===== config.mk =====
export PLATFORM = sky130hd
export DESIGN_NAME = chacha_qr_engine
export DESIGN_NICKNAME = d
export VERILOG_FILES = /design/src/rtl/chacha_qr_pkg.sv /design/src/rtl/chacha_qr_step.sv /design/src/rtl/chacha_qr_engine.sv
export SDC_FILE = /design/constraint.sdc
export NUM_CORES = 1
export LEC_CHECK = 0
export ABC_AREA = 1
export CAP_MARGIN = 25
export CORE_ASPECT_RATIO = 1.2
export CORE_MARGIN = 2
export CORE_UTILIZATION = 25
export CTS_CLUSTER_SIZE = 16
export DETAILED_ROUTE_END_ITERATION = 8
export MAX_ROUTING_LAYER = met4
export PLACE_DENSITY = 0.5
export SYNTH_ARGS = -nofsm -noshare
export SYNTH_HDL_FRONTEND = slang
export SYNTH_SLANG_ARGS = --single-unit

===== constraint.sdc =====
create_clock -name g_clk -period 2.5 [get_ports g_clk]
set_input_delay 0.375 -clock g_clk [delete_from_list [all_inputs] [get_ports g_clk]]
set_output_delay 0.375 -clock g_clk [all_outputs]
set_load 0.05 [all_outputs]

===== src/rtl/chacha_qr_pkg.sv =====
// Shared types and constants for the ChaCha/Salsa20 quarter-round engine.
// Salsa20 support is built only when CHACHA_QR_SALSA_EN is defined.
package chacha_qr_pkg;

  localparam int unsigned WORD_W = 32;
  localparam int unsigned CNT_W  = 2;

  typedef struct packed {
    logic [WORD_W-1:0] a;
    logic [WORD_W-1:0] b;
    logic [WORD_W-1:0] c;
    logic [WORD_W-1:0] d;
  } qr_state_t;

  typedef enum logic [1:0] {
    IDLE = 2'd0,
    BUSY = 2'd1,
    DONE = 2'd2
  } fsm_state_t;

  typedef enum logic [CNT_W-1:0] {
    AD0 = 2'd0,
    BC0 = 2'd1,
    AD1 = 2'd2,
    BC1 = 2'd3
  } step_idx_t;

  localparam int unsigned ROT_AD0 = 16;
  localparam int unsigned ROT_BC0 = 12;
  localparam int unsigned ROT_AD1 = 8;
  localparam int unsigned ROT_BC1 = 7;

  localparam int unsigned SALSA_ROT0 = 7;
  localparam int unsigned SALSA_ROT1 = 9;
  localparam int unsigned SALSA_ROT2 = 13;
  localparam int unsigned SALSA_ROT3 = 18;

  function automatic logic [WORD_W-1:0] rol32(input logic [WORD_W-1:0] x,
                                              input int unsigned      r);
    return (x << r) | (x >> (WORD_W - r));
  endfunction

endpackage


===== src/rtl/chacha_qr_step.sv =====
// One combinational quarter-round step; the step index picks which word pair updates.
// The Salsa20 path exists only when CHACHA_QR_SALSA_EN is defined.
module chacha_qr_step
  import chacha_qr_pkg::*;
(
  input  qr_state_t st_i,
  input  step_idx_t step_i,
`ifdef CHACHA_QR_SALSA_EN
  input  logic      salsa_i,
`endif
  output qr_state_t st_o
);

  logic [WORD_W-1:0] ad_sum_c;
  logic [WORD_W-1:0] bc_sum_c;

  assign ad_sum_c = st_i.a + st_i.b;
  assign bc_sum_c = st_i.c + st_i.d;

  always_comb begin
    st_o = st_i;
    case (step_i)
      AD0: begin
        st_o.a = ad_sum_c;
        st_o.d = rol32(st_i.d ^ ad_sum_c, ROT_AD0);
      end
      BC0: begin
        st_o.c = bc_sum_c;
        st_o.b = rol32(st_i.b ^ bc_sum_c, ROT_BC0);
      end
      AD1: begin
        st_o.a = ad_sum_c;
        st_o.d = rol32(st_i.d ^ ad_sum_c, ROT_AD1);
      end
      BC1: begin
        st_o.c = bc_sum_c;
        st_o.b = rol32(st_i.b ^ bc_sum_c, ROT_BC1);
      end
      default: st_o = st_i;
    endcase
`ifdef CHACHA_QR_SALSA_EN
    // Salsa20 overrides the ChaCha result: each step xors one word with a rotated sum.
    if (salsa_i) begin
      st_o = st_i;
      case (step_i)
        AD0:     st_o.b = st_i.b ^ rol32(st_i.a + st_i.d, SALSA_ROT0);
        BC0:     st_o.c = st_i.c ^ rol32(st_i.b + st_i.a, SALSA_ROT1);
        AD1:     st_o.d = st_i.d ^ rol32(st_i.c + st_i.b, SALSA_ROT2);
        BC1:     st_o.a = st_i.a ^ rol32(st_i.d + st_i.c, SALSA_ROT3);
        default: st_o = st_i;
      endcase
    end
`endif
  end

endmodule


===== src/rtl/chacha_qr_engine.sv =====
// Multi-cycle ChaCha quarter-round unit with valid/ready on both sides, STEPS steps per cycle.
// Optional Salsa20 mode (in_salsa port) is enabled by defining CHACHA_QR_SALSA_EN.
module chacha_qr_engine
  import chacha_qr_pkg::*;
#(
  parameter int unsigned STEPS = 1
) (
  input  logic        g_clk,
  input  logic        g_resetn,
`ifdef CHACHA_QR_SALSA_EN
  input  logic        in_salsa,
`endif
  input  logic        in_valid,
  output logic        in_ready,
  input  logic [31:0] in_a,
  input  logic [31:0] in_b,
  input  logic [31:0] in_c,
  input  logic [31:0] in_d,
  output logic        out_valid,
  input  logic        out_ready,
  output logic [31:0] out_a,
  output logic [31:0] out_b,
  output logic [31:0] out_c,
  output logic [31:0] out_d
);

  localparam int unsigned LAT = 4 / STEPS;
  // Counter value seen on the final BUSY cycle.
  localparam logic [CNT_W-1:0] LAST_CNT = CNT_W'((LAT - 1) * STEPS);

  if (!(STEPS == 1 || STEPS == 2 || STEPS == 4)) begin : g_bad_steps
    $error("chacha_qr_engine: STEPS must be 1, 2 or 4");
  end

  fsm_state_t       state_q, state_d;
  logic [CNT_W-1:0] cnt_q, cnt_d;
  qr_state_t        st_q, st_d;
  logic             accept_c;
  logic             last_c;
  qr_state_t        chain_c [STEPS+1];

`ifdef CHACHA_QR_SALSA_EN
  logic             salsa_q, salsa_d;
`endif

  // FSM state register.
  always_ff @(posedge g_clk or negedge g_resetn) begin
    if (!g_resetn) state_q <= IDLE;
    else           state_q <= state_d;
  end

  // FSM next-state logic.
  always_comb begin
    state_d = state_q;
    case (state_q)
      IDLE:    if (in_valid) state_d = BUSY;
      BUSY:    if (last_c) state_d = DONE;
      DONE:    if (out_ready) state_d = in_valid ? BUSY : IDLE;
      default: state_d = IDLE;
    endcase
  end

  // FSM outputs; in_ready looks through to out_ready so DONE can reissue on the same edge.
  always_comb begin
    in_ready  = 1'b0;
    out_valid = 1'b0;
    case (state_q)
      IDLE:    in_ready = 1'b1;
      DONE: begin
        out_valid = 1'b1;
        in_ready  = out_ready;
      end
      default: ;
    endcase
  end

  assign accept_c = in_valid & in_ready;
  assign last_c   = (cnt_q == LAST_CNT);

  // Step chain: instance i applies step (cnt + i) to the output of instance i-1.
  assign chain_c[0] = st_q;
  for (genvar i = 0; i < STEPS; i++) begin : g_step
    chacha_qr_step u_step (
      .st_i    (chain_c[i]),
      .step_i  (step_idx_t'(cnt_q + CNT_W'(i))),
`ifdef CHACHA_QR_SALSA_EN
      .salsa_i (salsa_q),
`endif
      .st_o    (chain_c[i+1])
    );
  end

  always_comb begin
    st_d  = st_q;
    cnt_d = cnt_q;
`ifdef CHACHA_QR_SALSA_EN
    salsa_d = salsa_q;
`endif
    if (accept_c) begin
      st_d  = '{a: in_a, b: in_b, c: in_c, d: in_d};
      cnt_d = '0;
`ifdef CHACHA_QR_SALSA_EN
      salsa_d = in_salsa;
`endif
    end else if (state_q == BUSY) begin
      st_d  = chain_c[STEPS];
      cnt_d = cnt_q + CNT_W'(STEPS);
    end
  end

  always_ff @(posedge g_clk or negedge g_resetn) begin
    if (!g_resetn) begin
      st_q  <= '0;
      cnt_q <= '0;
`ifdef CHACHA_QR_SALSA_EN
      salsa_q <= 1'b0;
`endif
    end else begin
      st_q  <= st_d;
      cnt_q <= cnt_d;
`ifdef CHACHA_QR_SALSA_EN
      salsa_q <= salsa_d;
`endif
    end
  end

  assign out_a = st_q.a;
  assign out_b = st_q.b;
  assign out_c = st_q.c;
  assign out_d = st_q.d;

endmodule


[Word-level counts from Yosys, hierarchy flattened]
Cells that the tools add are included.
W data, S select, Z words.
Word-level totals
  bits in latches: 0
  input port bits: 132
  memories kept: 0
  word-level logic and storage cells: 49
  bits in read-only memories: 0
  output and inout bits: 130
  memory bits (writable): 0
  bits in registers: 132
Operators by class
  div/mod/pow operators: 0
  bitwise operators: 7
  multipliers: 0
  multiplexer cells: 14
  shift-type cells: 0
  reduce and logical (&&, ||, !) cells: 11
  add/sub/neg operators: 3
  equal/unequal tests: 8
  order comparisons: 0
Operators with widths (count)
  $mux W128: 2
  $pmux W64 S2: 1
  $add A32 B32 Y32: 2
  $pmux W32 S2: 1
  $xor A32 B32 Y32: 2
  $mux W32: 1
  $or A32 B12 Y32: 1
  $or A32 B16 Y32: 1
  $or A32 B7 Y32: 1
  $or A32 B8 Y32: 1
  $mux W2: 5
  $eq A2 B2 Y1 const B: 3
  $pmux W2 S3: 1
  $reduce_and A2 Y1: 3
  $reduce_bool A3 Y1: 2
  $eq A2 B1 Y1 const B: 2
  $logic_not A2 Y1: 2
  $ne A2 B2 Y1 const B: 2
  $reduce_bool A2 Y1: 2
  $reduce_and A3 Y1: 1
  $add A2 B1 Y2 const B: 1
  $mux W1: 2
  $ne A2 B1 Y1 const B: 1
  $pmux W1 S2: 1
  2 further kinds: 2

[Longest topological paths before layout]
  depth after elaboration: 6
  mapped depth: 19
  gate-level depth less buffers: 19

[By module]
From an unflattened synthesis, not the netlist that was laid out.
Second synthesis, totals
  cell total of the unflattened synthesis: 2959
  area, all modules: 16768.6 um^2
Modules (own cells, without submodules)
  chacha_qr_engine: sequential area each 3303.2 um^2, cells each 1276, area each 8748.4 um^2, instances 1
  chacha_qr_step: sequential area each 0.0 um^2, cells each 1683, area each 8020.2 um^2, instances 1

[Worst setup path before layout]
OpenSTA, ideal clock, no wires.
  path kind: reg2reg
  from: register st_q, in the netlist out_d[0]
  to: register st_q, in the netlist out_b[3]
  stages on the path, launching flop included: 18
  library setup time: 0.117 ns
  period minus slack after synthesis: 2.542 ns
  buffers on the path: 0
  data arrival time: 2.424 ns
  data required time: 2.383 ns
  slack: -0.042 ns
  cells stage by stage: dfrtp_1 > ha_1 > inv_1 > fa_1 > inv_1 > nand3_1 > nand2_2 > nand2_1 > nand2_2 > nand2_1 > nand2_1 > nand2_1 > nand3_1 > nand3_2 > nand2_1 > nand2_1 > nand3_1 > nand2_1
Between the ends
  word-level cells in the longest chain between the ends: 6
  elaborated cells between the ends (all ways): 7
  classes of those cells: add/sub (1); mux (3); bitwise (3)
Ends and longest elaborated chain
  start, declared: RTL line chacha_qr_engine.sv:37  | qr_state_t st_q, st_d;
  start signal, assigned: RTL line chacha_qr_engine.sv:119  | st_q <= st_d;
  $add A32 B32 Y32 *: RTL line chacha_qr_step.sv:18  | assign bc_sum_c = st_i.c + st_i.d;
  $xor A32 B32 Y32 *: RTL line chacha_qr_step.sv:29, chacha_qr_step.sv:37
  $or A32 B7 Y32 or $or A32 B12 Y32 (tied branches): RTL line chacha_qr_pkg.sv:40  | return (x << r) | (x >> (WORD_W - r));
  $pmux W64 S2 *: RTL line chacha_qr_step.sv:22  | case (step_i)
  $mux W128 *: RTL line chacha_qr_engine.sv:105  | end else if (state_q == BUSY) begin
  $mux W128 *: RTL line chacha_qr_engine.sv:99  | if (accept_c) begin
Mark *: on every way between the ends. The rest lies on a longest branch, timed or not. The select of a mux whose other input is x is not followed.
A chain may end at the register's enable or synchronous reset.

[Worst setup path in the final report]
  from: register st_q, in the netlist out_b[11]
  to: register st_q, in the netlist out_d[15]
Between the ends
  word-level cells in the longest chain between the ends: 6
Ends and longest elaborated chain
  $add A32 B32 Y32: RTL line chacha_qr_step.sv:17  | assign ad_sum_c = st_i.a + st_i.b;
  $xor A32 B32 Y32: RTL line chacha_qr_step.sv:25  | st_o.d = rol32(st_i.d ^ ad_sum_c, ROT_AD0);
  $or A32 B16 Y32: RTL line chacha_qr_pkg.sv:40
  $pmux W32 S2: RTL line chacha_qr_step.sv:22
  $mux W128: RTL line chacha_qr_engine.sv:105
  $mux W128: RTL line chacha_qr_engine.sv:99
Every way passes these cells. The select of a mux whose other input is x is not followed.

==> results.md <==
* Status: completed
* EDFF count, synth at 0
* RSZ-0062 raised after global routing: true
* Netlist Area Pre-Place at about 12000 sq um
* Worst r2r path cells at 14
* Crit path buffers/inverters at 1
* Least-Margin Pin Slew at about 0.58 ns
* Post-Route Skew at roughly 0.017 ns
* Syn Nets at 2253
* Core Footprint at just under 50000 sq um
* Initial Util at between 20% and 30%
* Worst skew pair latency at roughly 0.48 ns
* Antenna-violating nets left at 0
* CTS tree: yes
* I/O Buffers at 261
* Reg2reg start: out_b[11]$_DFFE_PN0P_
* Slew Limit Fails at 0
* Startpoint Class: register
* Hold Path Class: in -> async
* Gr ovfl total at 0
* Distinct cells, synth at 45
* Worst setup EP type: register
* Sink Count at 132
* Final setup violation count at 0
* Relative slew slack at roughly 60%
* Worst-path fanout max at 4
* Crit-path cells: ha_4 -> nand2_1 -> nor2_2 -> buf_4 -> a21oi_1 -> nand2_4 -> nand3_2 -> nand2_1 -> nand2_1 -> nand3_1 -> nand3_2 -> nand2_1 -> nand2_1 -> nand2_1
* Diode count at 0
* Num rows at roughly 90
* Synthesis-to-finish area growth at 62.1%
* IO Pins at 262
* Final GP Congestion at around 1
* Worst reg2reg path endpoint: out_d[15]$_DFFE_PN0P_
* DP HPWL at ~58 mm
* Syn Inst Count at 2053
* Vias/cell at 4.72
* Setup CP Type: reg -> reg
* Yosys reg bits at about 130
* Die ar. at between 50000 and 60000 sq um
* Top cells by area, synth: dfrtp_1 27%, nand2_1 25%, nand3_1 10%
* 1st-iter DRT viols at just under 1000
* Arr. time, crit path at between 2 and 3 ns
* DRT Wirelength at approximately 70 mm
* Reg2Reg Setup Slack at 0.06 ns
* Die Y at between 200 and 250 um
* Maximum clock path buffer count at 2
* Via count of the routed design at between 15000 and 20000
* Slowest cell on the critical path: dfrtp_2
* Worst EP required at between 2 and 3 ns
* Top cell type by total area after synthesis: dfrtp_1
* Syn Area/Cell at just over 6 sq um
* Sequential element share of the synthesized area at a little over a quarter
* Ys flop type: dfrtp_1
* Initial antenna violation count at 0
* Worst-path clk slew at around 0.070 ns
* Top cell by count, worst path: nand2_1
* Drt first pass iters at 7
* Fmax at roughly 410 MHz
* Vias in the first global route at around 16000
* Largest net degree at the start of global routing at a little over 50
* Layout cells sized above 1 at between 20% and 30%
* Fin. Hold Viols at 0
* Gr usage total at a little over a quarter
* Inserted Clock Buffers at 17
* Crit share post-route at 97.6%
* Util after Layout at approximately 41%
* Maxcap violations at 0
* Die Span X at ~210 um
* CP peak stage delay at around 0.46 ns
* Nets at about 2800
* H-tree Lvls at 4
* Clk root buf: clkbuf_16
* Cell family with most CP delay: simple AND/OR/NAND/NOR gates
* Ys Warns at 0
* WL per Instance at ~21 um
* Yosys top cell area share at a little over a quarter
* Final min period at about 2.4 ns
* Drt drc at 0
* Most frequent cells in the layout: 790 x nand2_1, 335 x buf_4, 309 x inv_1
* Commonest non-fill, non-tap cell in the layout: nand2_1
* First-pass GRT wire length at ~100 mm
* Ys async rst share at 100%
-- registers in the layout (all words and copies together), names as in the netlist --
name,count
cnt_q,2
out_a,32
out_b,32
out_c,32
out_d,32
state_q,2
-- worst reg2reg max path: cells and delay by family, from the launching register on --
family	cells	cell delay (ns)
flip-flops	1	0.46
AO/OA/AOI/OAI	1	0.32
adder cells (fa/ha/maj)	1	0.26
AND/OR/NAND/NOR	11	1.09
buffers and inverters	1	0.16
-- cells in the mapped netlist, types with 7 or more instances --
master,instances
nand2_1,828
inv_1,313
nand3_1,259
dfrtp_1,132
nor2_1,81
ha_1,66
o21ai_0,55
a21oi_1,50
o211ai_1,43
buf_2,38
xor2_1,31
nand2_2,22
xnor2_1,20
o21bai_1,16
clkbuf_1,14
nor3_1,11
nand3_2,8
nand3b_1,8
nand4_1,7
-- through the flow --
step	setup slack, ns	setup TNS, ns	hold slack, ns	instances	instance area, sq um
floorplan	0.104	0	0.0794	2053	12500
global placement	-0.356	-4.37	0.355	3235	18300
detailed placement	-0.391	-4.60	0.357	3235	18300
CTS	-0.0169	-0.0275	0.421	3270	19300
global route	-0.0517	-0.134	0.441	3277	20200
finish	0.0602	0	0.407	3277	20200
-- cell type report --
| cell class | count | area (sq um) |
|---|---|---|
| fill | 5240 | 29000 |
| multi-input combinational | 1549 | 8920 |
| timing repair buffer | 611 | 5400 |
| sequential | 132 | 3330 |
| inverter | 316 | 1190 |
| tap | 637 | 797 |
| clock buffer | 17 | 425 |
| clock inverter | 15 | 131 |
-- repair_timing --
action / in CTS / in global routing
endpoints found under the setup margin: 49 / 67
pin swaps: 7 / 41
setup buffers: 2 / 9
hold buffers: 1 / 0
endpoints found under the hold margin: 38 / 0
resized for setup: 76 / 158
cloned: 0 / 0
-- worst max-delay path by stage --
stage	endpoint	startpoint	cells after the start
after global placement	out_d[14]$_DFFE_PN0P_	out_a[0]$_DFFE_PN0P_	14
after detailed placement	out_d[14]$_DFFE_PN0P_	out_a[0]$_DFFE_PN0P_	14
after floorplan	out_d[28]$_DFFE_PN0P_	out_b[0]$_DFFE_PN0P_	16
final	out_d[15]$_DFFE_PN0P_	out_b[11]$_DFFE_PN0P_	14
after global routing	out_d[3]$_DFFE_PN0P_	out_b[9]$_DFFE_PN0P_	17
after CTS	out_b[1]$_DFFE_PN0P_	out_d[18]$_DFFE_PN0P_	14
-- logic make-up after synthesis --
family	share of synthesized area [%]
and+or+nand+nor	42.1
buffers and inverters	11.7
AOI/OAI and AO/OA	8.86
DFF	26.5
adders and majority gates	6.95
xor gates and xnor gates	3.85
-- per-layer routing --
metal / vias up / GRT usage [%] / part of all wire (%)
li1: 7611 / - / -
met1: 7329 / 32.8 / 43
met2: 442 / 45.5 / 49
met3: 98 / 2.13 / 3.4
met4: 0 / 12.4 / 4.5
met5: - / - / 0
Power is not shown: default switching activity piles up to over one toggle a cycle in this logic, so the estimate is an artifact.
